File: src/rtl/pc_control_unit.sv
// Program-counter and control-transfer stage.
// Resolves jumps/branches, drives the jal/setx side-band write, counts taken transfers.
module pc_control_unit #(
  parameter int PC_W  = 12,
  parameter int CNT_W = 16
) (
  input  logic             clock,
  input  logic             reset_n,
  input  logic             stall,
  input  logic             is_j,
  input  logic             is_bne,
  input  logic             is_jal,
  input  logic             is_jr,
  input  logic             is_blt,
  input  logic             is_bex,
  input  logic             is_setx,
  input  logic [26:0]      target,
  input  logic [16:0]      imm,
  input  logic [31:0]      rd_val,
  input  logic [31:0]      rs_val,
  input  logic [31:0]      rstatus_val,
  output logic [PC_W-1:0]  pc,
  output logic [PC_W-1:0]  pc_plus1,
  output logic             redirect,
  output logic             sb_we,
  output logic [4:0]       sb_addr,
  output logic [31:0]      sb_data,
  output logic [CNT_W-1:0] taken_count
);

  logic [31:0]      imm_sx;
  logic [PC_W-1:0]  br_tgt;
  logic [PC_W-1:0]  next_pc;
  logic             bne_tk;
  logic             blt_tk;
  logic             bex_tk;
  logic             cnt_max;

  assign pc_plus1 = pc + PC_W'(1);
  assign imm_sx   = {{15{imm[16]}}, imm};
  assign br_tgt   = PC_W'(imm_sx + 32'(pc_plus1));

  assign bne_tk = is_bne && (rd_val != rs_val);
  assign blt_tk = is_blt && ($signed(rd_val) < $signed(rs_val));
  assign bex_tk = is_bex && (|rstatus_val);

  // Highest-priority taken transfer wins.
  always_comb begin
    next_pc  = pc_plus1;
    redirect = 1'b1;
    priority case (1'b1)
      is_jr:         next_pc = rd_val[PC_W-1:0];
      is_jal, is_j:  next_pc = target[PC_W-1:0];
      bex_tk:        next_pc = target[PC_W-1:0];
      bne_tk:        next_pc = br_tgt;
      blt_tk:        next_pc = br_tgt;
      default:       redirect = 1'b0;
    endcase
  end

  // Address/data are ungated; only the enable honours stall.
  always_comb begin
    sb_we   = 1'b0;
    sb_addr = 5'd0;
    sb_data = 32'd0;
    priority case (1'b1)
      is_jal: begin
        sb_we   = ~stall;
        sb_addr = 5'd31;
        sb_data = 32'(pc_plus1);
      end
      is_setx: begin
        sb_we   = ~stall;
        sb_addr = 5'd30;
        sb_data = {5'd0, target};
      end
      default: ;
    endcase
  end

  assign cnt_max = &taken_count;

  always_ff @(posedge clock) begin
    if (!reset_n) begin
      pc          <= '0;
      taken_count <= '0;
    end else if (!stall) begin
      pc <= next_pc;
      if (redirect && !cnt_max)
        taken_count <= taken_count + CNT_W'(1);
    end
  end

endmodule

File: config.mk
export PLATFORM = sky130hd
export DESIGN_NAME = pc_control_unit
export DESIGN_NICKNAME = d
export VERILOG_FILES = /design/src/rtl/pc_control_unit.sv
export SDC_FILE = /design/constraint.sdc
export NUM_CORES = 1
export LEC_CHECK = 0
export CELL_PAD_IN_SITES_DETAIL_PLACEMENT = 1
export CELL_PAD_IN_SITES_GLOBAL_PLACEMENT = 1
export CORE_MARGIN = 2
export CORE_UTILIZATION = 27
export CTS_BUF_LIST = sky130_fd_sc_hd__clkbuf_8
export CTS_CLUSTER_SIZE = 16
export DETAILED_ROUTE_END_ITERATION = 8
export PLACE_DENSITY = 0.95
export SYNTH_ARGS = -nofsm -noshare
export SYNTH_HDL_FRONTEND = slang
export SYNTH_SLANG_ARGS = --single-unit
File: constraint.sdc
create_clock -name clock -period 10.5 [get_ports clock]
set_input_delay 2.625 -clock clock [delete_from_list [all_inputs] [get_ports clock]]
set_output_delay 2.625 -clock clock [all_outputs]
set_load 0.01 [all_outputs]
==> implementation parameters <==
Parameter                              Value

Status
  Result of the run ... complete, no violations

Floorplan
  Std-Cell Core Area ... 12200 um^2
  FP Rows ... 40
  Die width ... 116 um
  Starting density of the core ... 28.0%
  Die H ... 116 um
  Number of primary I/O pins ... around 230
  DIE AREA ... roughly 14000 um^2

Timing
  Tmin final ... between 8 and 9 ns
  Total of endpoints with negative setup slack in the final report ... 0
  Part of the cycle the worst path needs ... 78.2%
  Summed negative setup slack over all endpoints ... 0 ns
  Rel. slew slack ... 28.6%
  Max Slew Vio Count ... 0
  Unrepaired setup endpoints after global routing ... no
  Fmax achieved ... 0.122 GHz
  Measured slew at the worst slew-check pin ... 1.07 ns
  Final hold viol count ... 0
  Post-layout worst setup margin ... 2.29 ns
  Worst Clk Skew ... 0.0173 ns

Synth
  Cell types with the highest counts after synthesis ... sky130_fd_sc_hd__ha_1, sky130_fd_sc_hd__inv_1, sky130_fd_sc_hd__a21oi_1
  Top area cells in the synthesized netlist ... sky130_fd_sc_hd__ha_1, sky130_fd_sc_hd__dfxtp_1, sky130_fd_sc_hd__a21oi_1
  Instance count of the mapped netlist ... between 400 and 500
  Mean post-synth cell area ... 7.61 um^2
  Part of the Yosys area used for sequential elements ... about 16%
  Area fraction of the dominant cell type after synthesis ... between 10% and 20%
  Count of flip-flops with a built-in enable after synthesis ... 0
  Leading area contributor after synthesis ... sky130_fd_sc_hd__ha_1
  Prevailing post-synth register cell ... sky130_fd_sc_hd__dfxtp_1
  Number of unique standard cell types used by synthesis ... 54
  Flops & latches, synth ... 28
  Synth Cell Area ... between 3000 and 4000 um^2
  Count of synthesis-stage warnings from yosys ... 0
  Most common cell in the synthesized netlist ... sky130_fd_sc_hd__ha_1
  Synth async-reset ratio ... 0%

Placement
  Count of buffers inserted at the top-level ports ... approximately 220
  Placed wire-length estimate ... 12.3 mm
  Minimum setup slack after placement ... 2.29 ns
  Cell count after placement ... 812
  Placer Congestion ... 0.807

Power
  Leak ... 0.00244 uW
  Total chip power ... 417 uW
  Power per Cell Area ... 72.6 nW/um^2
  Worst VDD drop ... 0.0000398 V

Clocking
  CTS tree ... done
  Inserted Clock Buffers ... 3
  Number of post-CTS setup repair buffers ... 0
  CTS Root Cell ... sky130_fd_sc_hd__clkbuf_8
  Later-pin clock latency in the skew report ... 0.28 ns
  H-tree depth ... 1
  Clock transition at the registers of the reported paths ... 0.11 ns
  Sink Count ... 28
  Quantity of gates resized following cts ... 0
  Cts-stage hold buffer count ... 0
  Maximum clock insertion buffer count ... 2

Drt
  DRC violation total after the first TritonRoute iteration ... 157
  Vias per cell ... 5.04
  Remaining DRCs ... 0
  Via count ... 4115
  Count of nets left with antenna violations after detail routing ... 0
  First-pass DRT Iterations ... 4
  Avg WL per Cell ... 17.2 um
  Total length of routed wires ... 14.0 mm

Worst setup path
  Largest driver fanout on the critical path ... 5
  Critical path required time ... 7.88 ns
  Crit path kind ... in2out
  Setup crit start kind ... input pin
  CP Capture Type ... primary output
  CP arrival ... 5.59 ns

Global routing
  Combined global-route utilization of all metal layers ... 20.4%
  Vias in the first global route ... 4435
  Overflow after GRT ... 0
  Initial antenna violation count ... 0
  Pin count of the biggest net entering global routing ... 36
  Wire length of the first global-routing pass ... 22.0 mm

Final layout
  Area growth from synthesis to layout ... 68.8%
  Post-layout utilization of the core ... a little under half
  Fillers ... 1475
  ANT cells ... 0
  Filler-free cell count of the finished design ... a little over 800
  Share of cells above drive strength 1 ... 2.01%
  Net count reported at finish ... 845

Worst hold path
  Worst hold path type ... reg2reg

Flow run
  Max-capacitance violation count ... 0
-- where the power goes --
part | internal (uW) | switching [uW]
logic | 121 | 93.7
clock network | 51.0 | 34.7
registers | 111 | 6.07
total | 282 | 134
-- routing by layer --
| layer | global-route usage [%] | routed length [um] |
|---|---|---|
| met1 | 23.0 | 5720 |
| met2 | 40.0 | 7280 |
| met3 | 3.48 | 793 |
| met4 | 3.81 | 227 |
| met5 | 0 | 0 |
-- through the flow --
step,instance area [um^2],hold WS (ns)
after global routing,5740,0.515
after floorplan,3420,0.498
after global placement,5670,0.470
after CTS,5740,0.504
final,5740,0.500
after detailed placement,5670,0.482
-- cells by family after synthesis --
group	share of synthesized area, %
DFF	16.5
buffers and inverters	8.94
AOI/OAI and AO/OA	20.3
adders and majority gates	17.1
and+or+nand+nor	24.8
other	0.110
xor gates and xnor gates	7.47
muxes	4.75
-- sequential cells by signal, summed over array words and instances (netlist names) --
signal / count
taken_count: 16
pc: 12
-- critical path: stages --
cell	delay, ns
sky130_fd_sc_hd__clkdlybuf4s50_1	0.46
sky130_fd_sc_hd__inv_1	0.04
sky130_fd_sc_hd__ha_1	0.30
sky130_fd_sc_hd__a21oi_1	0.16
sky130_fd_sc_hd__o21ai_1	0.11
sky130_fd_sc_hd__a22o_1	0.25
sky130_fd_sc_hd__or4_1	0.42
sky130_fd_sc_hd__or4_4	0.55
sky130_fd_sc_hd__nand3_1	0.10
sky130_fd_sc_hd__clkdlybuf4s50_1	0.57
-- final timing paths --
check / start / end / slack [ns] / cells past startpoint
setup / recovery: rs_val[19] / redirect / 2.29 / 10
hold / removal: taken_count[10]$_SDFFE_PN0P_ / taken_count[10]$_SDFFE_PN0P_ / 0.50 / 2
setup reg to reg: pc[0]$_SDFFE_PN0N_ / pc[10]$_SDFFE_PN0N_ / 6.81 / 12
hold reg to reg: taken_count[10]$_SDFFE_PN0P_ / taken_count[10]$_SDFFE_PN0P_ / 0.50 / 2
-- layout make-up --
type | count | area [um^2] | share of cell area, %
multi-input combinational | 355 | 2550 | 44.5
timing repair buffer | 218 | 2180 | 38.0
sequential | 28 | 561 | 9.77
tap | 168 | 210 | 3.66
inverter | 43 | 161 | 2.81
clock buffer | 3 | 41.3 | 0.719
clock inverter | 1 | 30.0 | 0.523
-- placed cells by master (no fill, tap or decap), drive strengths merged, types with 18 or more instances in the layout --
cell / Yosys / routed
clkdlybuf4s50: 0 / 218
ha: 45 / 45
inv: 43 / 43
a21oi: 42 / 42
dfxtp: 28 / 28
nor2: 26 / 26
and2: 26 / 26
nand3: 23 / 23
nand2: 19 / 19
o21ai: 18 / 18
(Power assumes the default switching activity.)
